===== config.mk =====
export PLATFORM = sky130hd
export DESIGN_NAME = mem_reader36
export DESIGN_NICKNAME = d
export VERILOG_FILES = /design/src/rtl/mem_reader36_pkg.sv /design/src/rtl/mem_reader36_addr_ctr.sv /design/src/rtl/mem_reader36.sv
export SDC_FILE = /design/constraint.sdc
export NUM_CORES = 1
export LEC_CHECK = 0
export CORE_ASPECT_RATIO = 0.8
export CORE_MARGIN = 2
export CORE_UTILIZATION = 35
export CTS_CLUSTER_SIZE = 20
export DETAILED_ROUTE_END_ITERATION = 10
export GPL_ROUTABILITY_DRIVEN = 1
export PLACE_DENSITY = 0.64
export SYNTH_ARGS = -nofsm -noshare
export SYNTH_HDL_FRONTEND = slang
export SYNTH_SLANG_ARGS = --single-unit

===== constraint.sdc =====
create_clock -name clk -period 3.7 [get_ports clk]
set_input_delay 0.925 -clock clk [delete_from_list [all_inputs] [get_ports clk]]
set_output_delay 0.925 -clock clk [all_outputs]
set_load 0.005 [all_outputs]

===== src/rtl/mem_reader36_pkg.sv =====
// Shared types and constants for the mem_reader36 burst read engine.
package mem_reader36_pkg;

    localparam int WORD_W = 36;

    typedef enum logic [1:0] {
        IDLE,
        ISSUE,
        WAIT,
        RESP
    } state_t;

    // Bits needed to hold RD_LAT-1, never less than one.
    function automatic int lat_cnt_w(input int lat);
        if (lat <= 2) return 1;
        return $clog2(lat);
    endfunction

endpackage


===== src/rtl/mem_reader36_addr_ctr.sv =====
// Loadable word-address counter for mem_reader36; wraps modulo 2^ADDR_W.
// MEM_READER_DESC_EN adds a decrement input.
module mem_reader36_addr_ctr #(
    parameter int ADDR_W = 12
) (
    input  logic              clk,
    input  logic              rst_n,
    input  logic              load,
    input  logic [ADDR_W-1:0] load_val,
    input  logic              inc,
`ifdef MEM_READER_DESC_EN
    input  logic              dec,
`endif
    output logic [ADDR_W-1:0] value
);

    // Load wins over stepping so a new burst always starts at its own address.
    always_ff @(posedge clk or negedge rst_n) begin
        if (!rst_n) begin
            value <= '0;
        end else if (load) begin
            value <= load_val;
        end else if (inc) begin
            value <= value + ADDR_W'(1);
`ifdef MEM_READER_DESC_EN
        end else if (dec) begin
            value <= value - ADDR_W'(1);
`endif
        end
    end

endmodule


===== src/rtl/mem_reader36.sv =====
// Burst read engine: one outstanding read to a fixed-latency 36-bit memory,
// beats returned on a valid/ready stream. MEM_READER_DESC_EN adds req_dir.
module mem_reader36
    import mem_reader36_pkg::*;
#(
    parameter int ADDR_W = 12,
    parameter int LEN_W  = 4,
    parameter int RD_LAT = 2
) (
    input  logic              clk,
    input  logic              rst_n,
    input  logic              req_valid,
    output logic              req_ready,
    input  logic [ADDR_W-1:0] req_addr,
    input  logic [LEN_W-1:0]  req_len,
`ifdef MEM_READER_DESC_EN
    input  logic              req_dir,
`endif
    output logic              rsp_valid,
    input  logic              rsp_ready,
    output logic [WORD_W-1:0] rsp_data,
    output logic              rsp_last,
    output logic              mem_en,
    output logic [ADDR_W-1:0] mem_addr,
    input  logic [WORD_W-1:0] mem_rdata,
    output logic              busy
);

    localparam int LAT_W = lat_cnt_w(RD_LAT);

    state_t             state;
    logic [LEN_W-1:0]   remain;
    logic [LAT_W-1:0]   lat_cnt;
    logic               accept;
    logic               step;

    assign req_ready = (state == IDLE);
    assign busy      = (state != IDLE);
    assign accept    = (state == IDLE) && req_valid;
    assign step      = (state == RESP) && rsp_ready && !rsp_last;

`ifdef MEM_READER_DESC_EN
    logic dir;

    always_ff @(posedge clk or negedge rst_n) begin
        if (!rst_n) begin
            dir <= 1'b0;
        end else if (accept) begin
            dir <= req_dir;
        end
    end

    mem_reader36_addr_ctr #(.ADDR_W(ADDR_W)) u_addr_ctr (
        .clk      (clk),
        .rst_n    (rst_n),
        .load     (accept),
        .load_val (req_addr),
        .inc      (step && !dir),
        .dec      (step && dir),
        .value    (mem_addr)
    );
`else
    mem_reader36_addr_ctr #(.ADDR_W(ADDR_W)) u_addr_ctr (
        .clk      (clk),
        .rst_n    (rst_n),
        .load     (accept),
        .load_val (req_addr),
        .inc      (step),
        .value    (mem_addr)
    );
`endif

    always_ff @(posedge clk or negedge rst_n) begin
        if (!rst_n) begin
            state     <= IDLE;
            remain    <= '0;
            lat_cnt   <= '0;
            mem_en    <= 1'b0;
            rsp_valid <= 1'b0;
            rsp_last  <= 1'b0;
            rsp_data  <= '0;
        end else begin
            case (state)
                IDLE: begin
                    if (req_valid) begin
                        remain <= req_len;
                        mem_en <= 1'b1;
                        state  <= ISSUE;
                    end
                end
                ISSUE: begin
                    mem_en  <= 1'b0;
                    lat_cnt <= LAT_W'(RD_LAT - 1);
                    state   <= WAIT;
                end
                // The memory output is only trusted on the edge the countdown expires.
                WAIT: begin
                    if (lat_cnt == '0) begin
                        rsp_data  <= mem_rdata;
                        rsp_valid <= 1'b1;
                        rsp_last  <= (remain == '0);
                        state     <= RESP;
                    end else begin
                        lat_cnt <= lat_cnt - 1'b1;
                    end
                end
                RESP: begin
                    if (rsp_ready) begin
                        rsp_valid <= 1'b0;
                        rsp_last  <= 1'b0;
                        if (rsp_last) begin
                            state <= IDLE;
                        end else begin
                            remain <= remain - 1'b1;
                            mem_en <= 1'b1;
                            state  <= ISSUE;
                        end
                    end
                end
                default: state <= IDLE;
            endcase
        end
    end

endmodule


# After elaboration in Yosys (flattened, before gate mapping)

Index checks and enable logic that the tools add are counted.

Register bits after elaboration: 58
Logic and storage cells: 58

$add $sub $neg: 3
Eq/ne operators: 7
Multiplexer cells: 22
Bitwise logic cells: 1
Reduce and logical (&&, ||, !) cells: 17

Operators by type and width:

| kind                    | number |
|---|---|
| $mux W12                | 2 |
| $add A12 B1 Y12 const B | 1 |
| $mux W4                 | 3 |
| $reduce_bool A2 Y1      | 5 |
| $mux W1                 | 8 |
| $ne A2 B2 Y1 const B    | 4 |
| $pmux W2 S4             | 1 |
| $pmux W4 S2             | 1 |
| $reduce_and A4 Y1       | 2 |
| $mux W2                 | 3 |
| $pmux W1 S2             | 3 |
| $reduce_and A3 Y1       | 2 |
| $eq A2 B2 Y1 const B    | 2 |
| $logic_not A4 Y1        | 1 |
| $sub A4 B1 Y4 const B   | 1 |
| $logic_and A1 B1 Y1     | 3 |
| $pmux W1 S3             | 1 |
| $reduce_bool A3 Y1      | 1 |
| $eq A2 B1 Y1 const B    | 1 |
| $logic_not A2 Y1        | 1 |
| $reduce_and A2 Y1       | 1 |
| $logic_not A1 Y1        | 1 |
| $not A1 Y1              | 1 |
| $sub A1 B1 Y1 const B   | 1 |

# Depth between registers and ports, before layout

Gate-level depths: netlist of run 1.

Depth in word-level cells: 5
Depth in mapped cells: 7
Depth with buffers taken out: 6

# Modules after synthesis

A second synthesis of run 1 with hierarchy kept.

Cell total of the unflattened synthesis: 220
Area total of the unflattened synthesis: 2672.6 um2

Modules (own cells, without submodules):

| module                | instances | cells an instance | area an instance (um2) |
|---|---|---|---|
| mem_reader36          | 1         | 148               | 2000.7 |
| mem_reader36_addr_ctr | 1         | 72                | 671.9 |

# Worst setup path after synthesis of run 1

OpenSTA, ideal clock, no wires.

Kind: reg-to-output
From: reg state[0]
To: out busy
Arrival time: 0.862 ns
Slack: 1.913 ns
Cell stages (with the launch flop): 4
Path buffers: 0
Path through: dfrtp_1 > inv_1 > ha_1 > inv_1

Word-level cells in the longest chain between the ends: 1

RTL lines:

| what                   | line               | text |
|---|---|---|
| from (decl)            | mem_reader36.sv:31 | `state_t state;` |
| from (signal assigned) | mem_reader36.sv:75 | `state <= IDLE;` |
| from (signal assigned) | mem_reader36.sv:88 | `state <= ISSUE;` |
| from (signal assigned) | mem_reader36.sv:94 | `state <= WAIT;` |
| $reduce_bool A2 Y1     | mem_reader36.sv:38 | `assign busy = (state != IDLE);` |
| to (decl)              | mem_reader36.sv:26 | `output logic busy` |

No other way between the ends.

# Final worst setup path of run 1

Ends and elaborated chain as after synthesis.

==> summary.md, run 1 <==
| Metric | Value |
|---|---|
| Post-synthesis sequential area ratio | `a little over half` |
| Die X-Extent | `102 um` |
| Largest net degree at the start of global routing | `47` |
| Synth cell count leaders | `58 x dfrtp_1, 37 x mux2_2, 17 x nor2_1` |
| Post-Route WL | `between 6 and 7 mm` |
| Crit path DAT | `approximately 1900 ps` |
| Worst-Skew Late Latency | `330 ps` |
| Mean post-synth cell area | `between 10 and 15 sq um` |
| Post-CTS Hold Buffers | `0` |
| Synth Area in Adders | `about 4.2%` |
| Most used DFF post-synth | `dfrtp_1` |
| Minimum clock period | `2790 ps` |
| I/O Pins | `about 110` |
| Count of input and output buffers | `~110` |
| Max_cap viols | `0` |
| Number of buffers and inverters on the critical path | `3` |
| Status | `finished clean` |
| Share of cells above drive strength 1 | `about 18%` |
| Area contributors post-synth | `dfrtp_1 54%, mux2_2 16%, ha_1 4.2%` |
| Max_slew headroom | `around 43%` |
| Final Setup Violations | `0` |
| Cells after Synth | `220` |
| Area share of xor/xnor cells in the synthesized design | `approximately 3.6%` |
| Cell repeated most along the worst path | `inv_1` |
| GR Overflow Total | `0` |
| Fin area | `4030 sq um` |
| Final Cycle Share | `75.5%` |
| Drt via density | `~4.7` |
| Ys async rst share | `between 90% and 100%` |
| Worst-case clock buffer depth | `2` |
| Post-synth EDFFs | `0` |
| Post-synthesis mux area share | `roughly 17%` |
| Slew @ Worst Pin | `850 ps` |
| Global-route wire length before repair | `between 9 and 10 mm` |
| Leak | `1.68 nW` |
| Most numerous cell in the Yosys netlist | `dfrtp_1` |
| WS Path Type | `reg -> out` |
| Nets | `about 400` |
| Final hold violation count | `0` |
| Synth cell types | `35` |
| Clock Sinks | `58` |
| Die height | `between 80 and 90 um` |
| Slew Limit Fails | `0` |
| Dpl hpwl | `4.48 mm` |
| Critical Path Fanout Max | `6` |
| Synth Warn # | `0` |
| Peak Freq | `roughly 360 MHz` |
| Crit start category | `register` |
| Syn_nets | `between 200 and 300` |
| Post-synthesis simple-gate area fraction | `9.64%` |
| DRC | `0` |
| Setup Buffers After CTS | `0` |
| Unrepaired setup endpoints after global routing | `no` |
| Initial detailed-routing violation count | `44` |
| CTS tree | `built` |
| TNS Setup | `0 ps` |
| Fillers | `678` |
| Clk_skew | `about 7.4 ps` |
| GRT Util Overall | `15.2%` |
| RePlAce Congestion | `0.766` |
| CP Data Required Time | `2770 ps` |
| Main combinational cell family by area after synthesis | `multiplexers` |
| VDD IR max | `0.380 mV` |
| Pwr Density | `about 810 nW/um^2` |
| Num CTS Buffers | `9` |
| Critical path cell sequence | `inv_1 -> ha_1 -> inv_1 -> clkdlybuf4s50_1` |
| Mapped cell area | `about 2700 sq um` |
| Placement Rows | `28` |
| CP max-delay cell | `clkdlybuf4s50_1` |
| Root buffer cell | `clkbuf_8` |
| Type of the most critical hold path | `in -> async` |
| Compound-Gate Fraction of Synth Area | `8.24%` |
| WL/cell | `between 10 and 15 um` |
| Yosys top cell area share | `around 54%` |
| Clock-pin slew on the worst setup and hold paths | `approximately 70 ps` |
| Critical Path Sink Type | `output pin` |
| DRT antenna net count | `0` |
| #FFs+latches synth | `between 50 and 60` |
| Largest stage delay on the critical path | `between 500 and 600 ps` |
| CP top delay family | `buffers and inverters` |
| Core Region | `7390 sq um` |
| PostCTS Resize Cnt | `0` |
| Initial Util | `36.2%` |
| Largest area contributor in the netlist | `dfrtp_1` |
| H-tree depth | `3` |
| Initial antenna violation count | `0` |
| Die area | `8360 sq um` |
| Antenna Cells | `0` |
| Placed Area | `between 3000 and 4000 sq um` |
| DR vias | `between 2,000 and 2,500` |
| First drt pass iteration count | `4` |
| Vias in the first global route | `just over 2,000` |
| Synth-to-Final Area Change | `50.7%` |
[sequential cells by signal (all words and copies together) (netlist names)]
signal / cells
state: 2
u_addr_ctr.value: 12
rsp_data: 36
lat_cnt: 1
remain: 4
mem_en: 1
rsp_valid: 1
rsp_last: 1
[cell families (layout without fill, tap and decap cells)]
group,after synthesis,in the layout
flip-flops,58,58
XOR/XNOR,11,11
multiplexers,40,40
AO/OA/AOI/OAI,36,36
AND/OR/NAND/NOR,49,49
adder cells (fa/ha/maj),9,9
buffers and inverters,17,133
[cell usage in the layout (no fill, tap or decap), types with 2 or more instances in the layout]
cell type and instances:
a21oi_1 15, a2bb2oi_1 2, a31oi_1 2, buf_4 2
clkbuf_8 12, clkdlybuf4s50_1 107, dfrtp_1 58, ha_1 9
inv_1 9, mux2_2 37, mux2i_1 3, nand2_1 10
nand3_1 4, nor2_1 17, nor3_1 3, nor4_1 4
o21ai_0 5, o22a_1 2, o22ai_1 4, o31ai_1 3
or2_2 2, xnor2_1 8, xor2_1 3
[final timing paths]
| kind | startpoint | endpoint | slack [ps] | cells after the start |
|---|---|---|---|---|
| worst min register to register | rsp_valid$_DFFE_PN0P_ | rsp_valid$_DFFE_PN0P_ | 500 | 2 |
| worst max register to register | state[0]$_DFFE_PN0P_ | rsp_data[19]$_DFFE_PN0P_ | 1440 | 5 |
| min in group clk | rsp_valid$_DFFE_PN0P_ | rsp_valid$_DFFE_PN0P_ | 500 | 2 |
| worst max-delay path | state[0]$_DFFE_PN0P_ | busy | 910 | 4 |
| worst min-delay path | rst_n | mem_en$_DFFE_PN0P_ | 480 | 1 |
| max in group asynchronous | rst_n | rsp_last$_DFFE_PN0P_ | 2320 | 2 |
[area by class of cell]
type / instances / area (sq um) / area share [%]
Sequential cell: 58 / 1450 / 36.0
Multi-Input combinational cell: 145 / 1140 / 28.3
Timing Repair Buffer: 110 / 1090 / 27.1
Clock buffer: 12 / 165 / 4.10
Tap cell: 105 / 131 / 3.26
Inverter: 9 / 33.8 / 0.839
Clock inverter: 2 / 12.5 / 0.311
[stage by stage]
stage / power [mW] / hold slack (ps) / utilization, % / cells / setup slack, ps
floorplan: 1.96 / 484 / - / 220 / 1910
global placement: 2.73 / 489 / 52.1 / 427 / 1080
detailed placement: 2.77 / 494 / 52.1 / 427 / 1040
CTS: 3.32 / 469 / 54.5 / 441 / 900
global route: 3.53 / 479 / 54.5 / 441 / 795
finish: 3.26 / 480 / 54.5 / 441 / 906
[power by group]
part	total [mW]	switching (mW)	internal [mW]
clock network	0.526	0.237	0.289
registers	1.20	0.243	0.957
logic	1.54	0.564	0.975
total	3.26	1.04	2.22
[metal layers]
metal  routed length, um  track usage (%)  vias up
li1                    -                -      999
met1                2890             20.1     1002
met2                2740             23.5       74
met3                 510             5.72       10
met4                  74             4.46        0
met5                   0                0        -
Power figures use the tool's default switching activity.
==> run 2: changes to the inputs <==
==> constraint.sdc (replaced) <==
create_clock -name clk -period 2.8 [get_ports clk]
set_input_delay 0.7 -clock clk [delete_from_list [all_inputs] [get_ports clk]]
set_output_delay 0.7 -clock clk [all_outputs]
set_load 0.005 [all_outputs]
==> run 2 against run 1 <==
  * Power increased by 41%
  * Largest cell class unchanged
  * Global-route usage increased by 0.45 points
  * Hold slack got worse by 86 ps
  * Critical endpoint unchanged
==> summary.md, run 2 (same netlist as run 1, synthesis figures left out) <==
| Metric | Value |
|---|---|
| Slew Limit Fails | `0 (unchanged)` |
| R2r worst-path depth | `4 (was 5)` |
| I/O Pins | `109 (unchanged)` |
| Cell repeated most along the worst path | `inv_1 (unchanged)` |
| First drt pass iteration count | `4 (unchanged)` |
| PostCTS Resize Cnt | `0 (unchanged)` |
| Final Setup Violations | `0 (unchanged)` |
| Count of input and output buffers | `108 (unchanged)` |
| Setup Buffers After CTS | `0 (unchanged)` |
| Cell Int Power | `3.20 mW (was 2.22 mW)` |
| CTS tree | `built (unchanged)` |
| Global-route wire length before repair | `10.1 mm (was 9.78 mm)` |
| Comb power frac | `44.6% (was 47.1%)` |
| Top flop regs | `rsp_data x36, u_addr_ctr.value x12, remain x4 (unchanged)` |
| Largest net degree at the start of global routing | `38 (was 47)` |
| DR vias | `2,098 (was 2,085)` |
| Clock Sinks | `58 (unchanged)` |
| Drt via density | `4.73 (about the same)` |
| Launch point of the worst reg-to-reg path | `state[1]$_DFFE_PN0P_ (was state[0]$_DFFE_PN0P_)` |
| Largest Register | `rsp_data (unchanged)` |
| Post-Route WL | `6.30 mm (was 6.21 mm)` |
| Initial detailed-routing violation count | `40 (was 44)` |
| Commonest non-fill, non-tap cell in the layout | `clkdlybuf4s50_1 (unchanged)` |
| Vias in the first global route | `2,109 (was 2,044)` |
| DRC | `0 (unchanged)` |
| Core Region | `7390 sq um (unchanged)` |
| Leading cell types in the layout, fill and taps excluded | `107 x clkdlybuf4s50_1, 58 x dfrtp_1, 37 x mux2_2, 17 x nor2_1, 15 x a21oi_1 (unchanged)` |
| Worst R2R Setup Slack | `790 ps (was 1440 ps)` |
| Num CTS Buffers | `9 (unchanged)` |
| Clock share of power | `21.0% (was 16.1%)` |
| TNS Setup | `0 ps (unchanged)` |
| DRT antenna net count | `0 (unchanged)` |
| H-tree depth | `3 (unchanged)` |
| Final Cycle Share | `between 90% and 100%` |
| RePlAce Congestion | `0.825 (was 0.766)` |
| CP max-delay cell | `clkdlybuf4s50_1 (unchanged)` |
| Type of the most critical hold path | `in -> async (unchanged)` |
| Die X-Extent | `102 um (unchanged)` |
| GRT Util Overall | `15.7% (was 15.2%)` |
| Crit start category | `register (unchanged)` |
| Clk_skew | `6.47 ps (was 7.39 ps)` |
| Initial antenna violation count | `0 (unchanged)` |
| Synth-to-Final Area Change | `54.2% (was 50.7%)` |
| Worst-case clock buffer depth | `2 (unchanged)` |
| Final hold violation count | `0 (unchanged)` |
| Clock-pin slew on the worst setup and hold paths | `70 ps (about the same)` |
| Critical Path Sink Type | `output pin (unchanged)` |
| Critical path cell sequence | `inv_1 -> ha_1 -> inv_1 -> clkdlybuf4s50_1 (unchanged)` |
| Nets | `399 (was 398)` |
| R2r endpoint | `state[1]$_DFFE_PN0P_ (was rsp_data[19]$_DFFE_PN0P_)` |
| Fillers | `680 (was 678)` |
| Placement Rows | `28 (unchanged)` |
| Leak | `1.72 nW (was 1.68 nW)` |
| Seq pwr share | `34.4% (was 36.7%)` |
| WL/cell | `14.2 um (was 14.1 um)` |
| CP top delay family | `buffers and inverters (unchanged)` |
| Logic depth of the worst setup path including buffers | `4 (unchanged)` |
| Die height | `82.2 um (unchanged)` |
| Slew @ Worst Pin | `670 ps (was 850 ps)` |
| Max FFs per register | `36 (unchanged)` |
| Max_cap viols | `0 (unchanged)` |
| WS Path Type | `reg -> out (unchanged)` |
| Crit path DAT | `1830 ps (was 1870 ps)` |
| Initial Util | `36.2% (unchanged)` |
| Max_slew headroom | `55.3% (was 43.2%)` |
| Peak Freq | `between 300 and 400 MHz` |
| Critical Path Fanout Max | `6 (unchanged)` |
| GR Overflow Total | `0 (unchanged)` |
| Number of buffers and inverters on the critical path | `3 (unchanged)` |
| Largest stage delay on the critical path | `530 ps (about the same)` |
| Minimum clock period | `2530 ps` |
| Die area | `8360 sq um (unchanged)` |
| Post-CTS Hold Buffers | `0 (unchanged)` |
| Pwr Density | `1120 nW/um^2 (was 811 nW/um^2)` |
| Root buffer cell | `clkbuf_8 (unchanged)` |
| Status | `finished clean (unchanged)` |
| Antenna Cells | `0 (unchanged)` |
| Switching portion of total power | `30.5% (was 32.0%)` |
| Dpl hpwl | `4.58 mm (was 4.48 mm)` |
| Worst-Skew Late Latency | `330 ps (about the same)` |
| Unrepaired setup endpoints after global routing | `no (unchanged)` |
| Final hold slack | `394 ps (was 480 ps)` |
| Switching power | `1.40 mW (was 1.04 mW)` |
| Share of cells above drive strength 1 | `18.6% (was 17.9%)` |
| CP Data Required Time | `2100 ps (was 2770 ps)` |
| VDD IR max | `0.428 mV (was 0.380 mV)` |
[run 2: changes by cell type in the layout (fill, tap and decap cells not counted), sizes merged]
cell and change:
clkbuf -1, clkinvlp -1, buf +1, bufinv +3, clkinv +1
[run 2: worst max-delay path by stage]
stage                                    start                                to  slack, ps
after floorplan           state[0]$_DFFE_PN0P_           rsp_data[0]$_DFFE_PN0P_       1060
after global placement               rsp_ready  u_addr_ctr.value[11]$_DFFE_PN0P_        570
after detailed placement             rsp_ready             remain[1]$_DFFE_PN0P_        510
after CTS                 state[0]$_DFFE_PN0P_                              busy        260
after global routing      state[1]$_DFFE_PN0P_                              busy        140
final                     state[0]$_DFFE_PN0P_                              busy        270
[run 2: power by group through the flow]
stage	clock, mW	combinational [mW]	sequential (mW)
floorplan	0	1.00	1.58
global placement	0	2.03	1.58
detailed placement	0	2.07	1.60
CTS	0.997	2.08	1.59
global route	1.04	2.25	1.65
finish	0.967	2.05	1.58
[run 2: final cells by class]
| cell class | count | area (sq um) | area share [%] |
|---|---|---|---|
| clock buffers | 11 | 151 | 3.67 |
| clock inverters | 5 | 100 | 2.43 |
| inverters | 9 | 33.8 | 0.820 |
| multi-input cells | 145 | 1140 | 27.7 |
| flip-flops and latches | 58 | 1450 | 35.2 |
| well taps | 105 | 131 | 3.19 |
| repair buffers | 111 | 1110 | 27.0 |
[run 2: per-layer routing]
layer / vias up / track usage [%] / share of wire (%) / wire (um)
li1: 1013 / - / - / -
met2: 75 / 25.0 / 46 / 2900
met4: 0 / 4.32 / 0.76 / 48
met3: 6 / 7.24 / 8.6 / 544
met1: 1004 / 19.3 / 44 / 2800
met5: - / 0 / 0 / 0
[run 2: metrics by stage]
step / total power [mW] / instances / instance area (sq um) / setup WS [ps] / util, %
global route: 4.93 / 444 / 4120 / 139 / 55.7
CTS: 4.67 / 444 / 4120 / 262 / 55.7
floorplan: 2.58 / 220 / 2670 / 1060 / -
finish: 4.60 / 444 / 4120 / 274 / 55.7
detailed placement: 3.67 / 428 / 3870 / 512 / 52.3
global placement: 3.61 / 428 / 3870 / 573 / 52.3
==> run 3: changes to the inputs <==
--- a/config.mk
+++ b/config.mk
@@ -5,6 +5,7 @@
 export SDC_FILE = /design/constraint.sdc
 export NUM_CORES = 1
 export LEC_CHECK = 0
+export CAP_MARGIN = 0
 export CORE_ASPECT_RATIO = 0.8
 export CORE_MARGIN = 2
 export CORE_UTILIZATION = 35
==> results of run 3 <==
Final layout, timing and power as in run 2 (identical DEF).
